===== config.mk =====
export PLATFORM = sky130hd
export DESIGN_NAME = cu_fetch_l2_server
export DESIGN_NICKNAME = d
export VERILOG_FILES = /design/src/rtl/cu_fetch_l2_server.sv
export SDC_FILE = /design/constraint.sdc
export NUM_CORES = 1
export LEC_CHECK = 0
export ABC_AREA = 0
export BUFFER_PORTS_ARGS = -buffer_cell sky130_fd_sc_hd__buf_2
export CAP_MARGIN = 20
export CORE_MARGIN = 1.5
export CORE_UTILIZATION = 56
export CTS_BUF_LIST = sky130_fd_sc_hd__clkbuf_16
export CTS_CLUSTER_DIAMETER = 200
export DETAILED_ROUTE_END_ITERATION = 8
export PLACE_DENSITY = 0.84
export SKIP_CTS_REPAIR_TIMING = 1
export SKIP_LAST_GASP = 1
export SYNTH_ARGS = -nofsm -noshare
export SYNTH_HDL_FRONTEND = slang
export SYNTH_SLANG_ARGS = --single-unit
export TNS_END_PERCENT = 20

===== constraint.sdc =====
create_clock -name clk -period 3.2 [get_ports clk]
set_input_delay 0.16 -clock clk [delete_from_list [all_inputs] [get_ports clk]]
set_output_delay 0.16 -clock clk [all_outputs]
set_load 0.01 [all_outputs]

===== src/rtl/cu_fetch_l2_server.sv =====
`default_nettype none
// ============================================================================
// Module   : cu_fetch_l2_server
// Brief    : Serves compute-unit instruction-fetch bursts from instruction
//            memory through a 2-entry return buffer.
// Revision : 1.0
// ============================================================================
module cu_fetch_l2_server #(
   parameter int MEM_AW = 24
) (
   input  logic              clk,
   input  logic              rst,
   input  logic [31:0]       fetch_L2cache_info,
   input  logic              fetch_L2cache_req,
   output logic              fetch_L2cache_gnt,
   output logic [31:0]       fetch_L2cache_r_data,
   output logic              fetch_L2cache_r_valid,
   input  logic              fetch_L2cache_r_ready,
   output logic              mem_ren,
   output logic [MEM_AW-1:0] mem_addr,
   input  logic [31:0]       mem_rdata,
   output logic              busy,
   output logic              burst_done
);

   localparam logic [1:0] c_ST_IDLE  = 2'd0;
   localparam logic [1:0] c_ST_ISSUE = 2'd1;
   localparam logic [1:0] c_ST_DRAIN = 2'd2;

   localparam logic [MEM_AW-1:0] c_ADDR_ONE = {{(MEM_AW-1){1'b0}}, 1'b1};

   logic [1:0]        r_state;
   logic [1:0]        w_state_nxt;
   logic [MEM_AW-1:0] r_addr;
   logic [MEM_AW-1:0] r_last_addr;
   logic [8:0]        r_issue_left;
   logic [8:0]        r_ret_left;
   logic              r_inflight;
   logic [31:0]       r_fifo [0:1];
   logic              r_wr_ptr;
   logic              r_rd_ptr;
   logic [1:0]        r_count;

   logic              w_accept;
   logic              w_pop;
   logic              w_push;
   logic [2:0]        w_level;
   logic [8:0]        w_burst_len;

   assign w_burst_len = {1'b0, fetch_L2cache_info[31:24]} + 9'd1;
   assign w_accept    = fetch_L2cache_gnt;
   assign w_pop       = fetch_L2cache_r_valid & fetch_L2cache_r_ready;
   assign w_push      = r_inflight;
   // Buffer occupancy once this cycle's pop and the read already in flight settle.
   assign w_level     = {1'b0, r_count} + {2'b00, r_inflight} - {2'b00, w_pop};

   assign fetch_L2cache_r_valid = (r_count != 2'd0);
   assign fetch_L2cache_r_data  = r_fifo[r_rd_ptr];
   assign mem_addr              = mem_ren ? r_addr : r_last_addr;

   // ---------------------------------------------------------------- state
   always_ff @(posedge clk) begin
      if (rst) begin
         r_state <= c_ST_IDLE;
      end else begin
         r_state <= w_state_nxt;
      end
   end

   // ----------------------------------------------------------- next state
   always_comb begin
      w_state_nxt = r_state;
      case (r_state)
         c_ST_IDLE: begin
            if (w_accept) begin
               w_state_nxt = c_ST_ISSUE;
            end
         end
         c_ST_ISSUE: begin
            if (mem_ren && (r_issue_left == 9'd1)) begin
               w_state_nxt = c_ST_DRAIN;
            end
         end
         c_ST_DRAIN: begin
            if (w_pop && (r_ret_left == 9'd1)) begin
               w_state_nxt = c_ST_IDLE;
            end
         end
         default: w_state_nxt = c_ST_IDLE;
      endcase
   end

   // -------------------------------------------------------------- outputs
   always_comb begin
      fetch_L2cache_gnt = 1'b0;
      mem_ren           = 1'b0;
      busy              = 1'b1;
      burst_done        = 1'b0;
      case (r_state)
         c_ST_IDLE: begin
            fetch_L2cache_gnt = fetch_L2cache_req;
            busy              = 1'b0;
         end
         c_ST_ISSUE: begin
            mem_ren = (w_level < 3'd2) && (r_issue_left != 9'd0);
         end
         c_ST_DRAIN: begin
            burst_done = w_pop && (r_ret_left == 9'd1);
         end
         default: busy = 1'b0;
      endcase
   end

   // ------------------------------------------------- address and counters
   always_ff @(posedge clk) begin
      if (rst) begin
         r_addr       <= '0;
         r_last_addr  <= '0;
         r_issue_left <= 9'd0;
         r_ret_left   <= 9'd0;
         r_inflight   <= 1'b0;
      end else begin
         r_inflight <= mem_ren;
         if (w_accept) begin
            r_addr       <= fetch_L2cache_info[MEM_AW-1:0];
            r_issue_left <= w_burst_len;
            r_ret_left   <= w_burst_len;
         end else begin
            if (mem_ren) begin
               r_last_addr  <= r_addr;
               r_addr       <= r_addr + c_ADDR_ONE;
               r_issue_left <= r_issue_left - 9'd1;
            end
            if (w_pop) begin
               r_ret_left <= r_ret_left - 9'd1;
            end
         end
      end
   end

   // -------------------------------------------------------- return buffer
   always_ff @(posedge clk) begin
      if (rst) begin
         r_fifo[0] <= 32'd0;
         r_fifo[1] <= 32'd0;
         r_wr_ptr  <= 1'b0;
         r_rd_ptr  <= 1'b0;
         r_count   <= 2'd0;
      end else begin
         if (w_push) begin
            r_fifo[r_wr_ptr] <= mem_rdata;
            r_wr_ptr         <= ~r_wr_ptr;
         end
         if (w_pop) begin
            r_rd_ptr <= ~r_rd_ptr;
         end
         case ({w_push, w_pop})
            2'b10:   r_count <= r_count + 2'd1;
            2'b01:   r_count <= r_count - 2'd1;
            default: r_count <= r_count;
         endcase
      end
   end

endmodule
`default_nettype wire

# After elaboration in Yosys (flattened, before gate mapping)
# Memory sizes are Yosys's and may differ from the RTL's. A register that Yosys moved wholly into a read port is not among the register bits.
# Index checks and enable logic that the tools add are counted.
# Widths: inputs -> output; s select.
[classes]
n_addsub = 8
reduce_logical = 12
mux = 26
n_eq_ne = 9
n_bitwise = 3
order_cmp = 1
[ops]
columns = ["operator", "n"]
rows = [
  ["$mux 24", 3],
  ["$mux 9", 4],
  ["$mux 32", 1],
  ["$reduce_or 32->1", 1],
  ["$add 24x1->24 const B", 1],
  ["$eq 9x1->1 const B", 2],
  ["$sub 9x1->9 const B", 2],
  ["$mux 1", 13],
  ["$add 8x1->9 const B", 1],
  ["$reduce_bool 9->1", 1],
  ["$reduce_bool 2->1", 4],
  ["$mux 2", 3],
  ["$ne 2x2->1 const B", 3],
  ["$pmux 2 s3", 1],
  ["$eq 2x1->1 const B", 2],
  ["$eq 2x2->1 const B", 2],
  ["$pmux 2 s2", 1],
  ["$add 2x1->3", 1],
  ["$logic_and 1x1->1", 3],
  ["$lt 3x2->1 const B", 1],
  ["$reduce_and 3->1", 1],
  ["$sub 3x1->3", 1],
  ["$add 2x1->2 const B", 1],
  ["$logic_not 2->1", 1],
  ["4 further kinds", 5],
]
[word_totals]
ram_bits = 64
input_bits = 68
word_cells = 69
mem_count = 1
reg_bits = 73
[memory_table]
columns = ["memory", "depth", "width", "rd", "rd_clocked_by_memory_dff", "write_ports", "line_no", "text"]
rows = [
  ["r_fifo", 2, 32, 1, 1, 2, "39", "logic [31:0] r_fifo [0:1];"],
]

# Depth between registers and ports, before layout
[depth]
depth_word = 9
mapped_depth = 12

# Worst setup path after synthesis
# OpenSTA, ideal clock, no wires.
[synth_path]
kind = "flip-flop to output port"
start = "register r_count[1]"
end = "output mem_addr[13]"
n_path_buf = 1
path_stages_with_launch = 13
arrival_ns = 2.483
setup_slack_ns = 0.557
path_cell_list = "dfxtp_1 > inv_1 > nor2_1 > or2_2 > nand2_1 > fa_1 > xnor2_2 > and3_1 > nand2_1 > inv_2 > buf_1 > nand2_1 > nand2_1"
[synth_via]
elab_chain_cells = 7
[synth_lines]
columns = ["item", "line_no", "text"]
rows = [
  ["from (decl)", "42", "logic [1:0] r_count;"],
  ["from (signal assigned)", "158", "2'b10: r_count <= r_count + 2'd1;"],
  ["from (signal assigned)", "159", "2'b01: r_count <= r_count - 2'd1;"],
  ["from (signal assigned)", "160", "default: r_count <= r_count;"],
  ["branches (longest 2 deep; another with $add 2x1->3)", "--", ""],
  ["$sub 3x1->3 (*)", "55", "assign w_level = {1'b0, r_count} + {2'b00, r_inflight} - {2'b00, w_pop};"],
  ["$lt 3x2->1 (*)", "105", "mem_ren = (w_level < 3'd2) && (r_issue_left != 9'd0);"],
  ["$logic_and 1x1->1 (*)", "105", ""],
  ["$mux 1 (*)", "99", "case (r_state)"],
  ["net mem_ren", "19", "output logic mem_ren,"],
  ["$mux 24 (*)", "--", ""],
  ["to (decl)", "20", "output logic [MEM_AW-1:0] mem_addr,"],
]
# Mark *: on every way through the listed nets, which the timed path passes.

# Worst setup path after layout
[layout_path]
start = "register r_count[0]"
end = "output mem_addr[12]"
[layout_via]
elab_chain_cells = 7
[layout_lines]
columns = ["item", "line_no"]
rows = [
  ["branches (longest 2 deep; another with $add 2x1->3)", "--"],
  ["$sub 3x1->3 (*)", "55"],
  ["$lt 3x2->1 (*)", "105"],
  ["$logic_and 1x1->1 (*)", "105"],
  ["$mux 1 (*)", "99"],
  ["$mux 24 (*)", "--"],
]
# Mark *: on every way between the ends.

==> impl_metrics.csv <==
group,metric,value,unit
run_status,status,"finished, final reports clean",
placed_design,io_buffers,128,
setup_path,r2r_slack,0.29,ns
setup_path,cp_common_cell,"nand2_1",
global_route,grt_max_degree,47,
finish,final_util,0.695,
timing,slew_violations,0,
timing,fmax,332,MHz
timing,clock_skew,0.00553,ns
min_path,worstHoldPathType,"input port to flop",
detailed_routing,vias_per_cell,5.54,
finish,layout-drive-gt1-share,0.272,
global_route,grt_first_pass_wirelength,25700,um
synthesis,ys_seq_elements,138,
placed_design,place_hpwl,10800,um
detailed_routing,drc,0,
timing,fin_crit_sh,0.940,
floorplan,core_area,12100,um2
setup_path,cp.arrival,2.85,ns
global_route,grt_pass1_vias,5302,
finish,nets,935,
global_route,grt-ovfl-total,0,
setup_path,rr_worst_depth,11,
detailed_routing,first_pass_iters,5,
floorplan,ios,129,
floorplan,initial_utilization,0.579,
placed_design,dp_slack,0.285,ns
detailed_routing,postRouteAntennaNets,0,
global_route,busiest_layer,"met2",
synthesis,synth_edf_count,64,
synthesis,yosysWarnings,0,
setup_path,slowest_delay,0.42,ns
min_path,hold_depth,3,
clock_network,cts-root-buf,"clkbuf_16",
clock_network,cts_tree,"done",
setup_path,timing.rr.start,"r_count[0]",
finish,diodes,0,
timing,finalHoldViolCount,0,
setup_path,r2r_end,"r_last_addr[3]",
global_route,met1_usage,0.317,
global_route,grt_use_total,0.250,
floorplan,dieArea,13200,um2
timing,max_slew_margin,0.387,
setup_path,path_max_fanout,9,
detailed_routing,wire_per_inst,15.6,um
clock_network,clock_insertion_delay_worst_skew,0.42,ns
power_and_ir_drop,power.leakage,3.40,nW
synthesis,synth_common_cells,"nand2_1, dfxtp_1, and2_1",
synthesis,synthDistinctLibCells,66,
synthesis,dominantRegCellSynth,"dfxtp_1",
clock_network,cts_buffers,17,
synthesis,yosysMostFrequentCell,"nand2_1",
floorplan,chipHeight,115,um
synthesis,yosysTopAreaCellShare,0.274,
global_route,antenna_found_initial,0,
timing,whs,0.0223,ns
timing,final-setup-viol-count,0,
clock_network,cts_buffer_depth,2,
setup_path,cpMaxStageDelayCell,"fa_1",
clock_network,htree_levels,4,
detailed_routing,wirelength,16200,um
synthesis,async_flop_share,0,
detailed_routing,vias,5735,
timing,fin_crit,3.01,ns
timing,fin_setup_tns,0,ns
clock_network,cts.sinks,138,
synthesis,syn_nets,816,
setup_path,critPathLaunchType,"flop",
placed_design,gp_congestion,0.862,
min_path,whs_endpoint,"r_addr[4]",
timing,fin_ws,0.192,ns
synthesis,avgSynthCellArea,9.53,um2
floorplan,die_w,115,um
setup_path,crit_chain,"nand2b_1 > nor2_2 > or2_2 > nand2_1 > fa_1 > xnor2_2 > and3_4 > nand2_4 > buf_8 > nand2_1 > o21ai_0 > buf_2",
setup_path,cp-end-kind,"output port",
global_route,grtUsageMet3,0.0654,
synthesis,synth.largest_area_cell,"edfxtp_1",
synthesis,ys_seq_area_frac,0.485,
timing,worst_slew_pin_slew,0.919,ns
power_and_ir_drop,peakVddDrop,0.480,mV
synthesis,synth_area_leaders,"edfxtp_1, dfxtp_1, nand2_1",
detailed_routing,drt-initial-drc-count,510,
synthesis,syn-cell-area,7020,um2
finish,area_growth,19.9,%
setup_path,worstPathRequired,3.04,ns
power_and_ir_drop,power.density,793,nW/um2
floorplan,rows,40,
synthesis,synthCells,736,
clock_network,clk_pin_slew_worst_paths,0.06,ns
min_path,hp-start,"fetch_L2cache_info[4]",
global_route,met2_usage,0.416,
setup_path,critPathKind,"flop to output port",
job,max_cap_viol_count,0,
[power by group]
| part | internal [W] | total (W) | leakage, nW | switching, W |
|---|---|---|---|---|
| registers | 0.00219 | 0.00252 | 1.27 | 0.000333 |
| logic | 0.000860 | 0.00225 | 1.83 | 0.00139 |
| clock network | 0.00118 | 0.00190 | 0.298 | 0.000720 |
| total | 0.00423 | 0.00667 | 3.40 | 0.00244 |
[area by class of cell]
cell class	instances	area, um2
flip-flops and latches	138	3400
repair buffers	147	800
well taps	168	210
multi-input cells	537	3360
clock inverters	14	131
clock buffers	18	450
fillers	902	3700
inverters	14	57.6
[cells by family after synthesis]
family                   count (synthesis)  share of synthesized area
flip-flops                             138                      0.485
buffers and inverters                   61                     0.0385
AO/OA/AOI/OAI                          113                     0.0934
adder cells (fa/ha/maj)                 12                     0.0225
XOR/XNOR                                35                     0.0448
multiplexers                            37                     0.0585
AND/OR/NAND/NOR                        340                      0.257
[stage by stage]
stage | cells | area (um2) | total power, W
3_5_place_dp | 999 | 7760 | 0.00471
3_3_place_gp | 999 | 7760 | 0.00466
4_1_cts | 1031 | 8340 | 0.00662
2_1_floorplan | 736 | 7020 | 0.00411
6_report | 1036 | 8410 | 0.00667
5_1_grt | 1036 | 8410 | 0.00704
[worst max-delay path: cells and delay by family (launching register included)]
family          cells  cell delay [ns]
fa+ha+maj           1             0.42
simple gates        7             0.91
compound gates      1             0.11
flops               1             0.32
buf+inv             2             0.40
xor+xnor            1             0.27
[sequential cells by signal, indices dropped and copies added (netlist names), named ones only]
name / count
r_wr_ptr: 1
r_fifo: 64
r_issue_left: 9
r_state: 2
r_count: 2
r_last_addr: 24
r_ret_left: 9
r_addr: 24
r_inflight: 1
r_rd_ptr: 1
[cells in the final DEF, fill, tap and decap left out, drive strengths merged, types with 2 or more instances in the layout]
| cell | n |
|---|---|
| nand3 | 16 |
| dfxtp | 74 |
| edfxtp | 64 |
| xnor2 | 23 |
| nor2 | 25 |
| clkinv | 6 |
| a21oi | 57 |
| a32o | 2 |
| and4 | 2 |
| xor2 | 12 |
| or4 | 3 |
| ha | 11 |
| or2 | 5 |
| o31a | 2 |
| o211ai | 4 |
| o21ai | 29 |
| nor4 | 19 |
| nand4 | 18 |
| nand2 | 153 |
| a211oi | 4 |
| nor4b | 2 |
| nand3b | 2 |
| a31oi | 4 |
| nor3 | 12 |
| inv | 19 |
| nor2b | 2 |
| buf | 145 |
| dlygate4sd3 | 2 |
| mux2i | 5 |
| clkbuf | 18 |
| or3 | 2 |
| and3 | 8 |
| mux2 | 32 |
| bufinv | 2 |
| and2 | 67 |
[worst max-delay path by stage]
stage | cells after the start | to | from
2_1_floorplan | 12 | mem_addr[13] | r_count[1]
5_1_grt | 12 | mem_addr[12] | r_count[0]
3_3_place_gp | 11 | r_last_addr[22] | r_count[0]
3_5_place_dp | 12 | mem_addr[17] | r_count[0]
6_report | 12 | mem_addr[12] | r_count[0]
4_1_cts | 12 | mem_addr[17] | r_count[0]
[routing by layer]
| layer | part of all wire | wire length (um) |
|---|---|---|
| met5 | 0 | 0 |
| met4 | 0.020 | 318 |
| met3 | 0.065 | 1060 |
| met1 | 0.42 | 6860 |
| met2 | 0.49 | 7950 |
(Power assumes the default switching activity.)
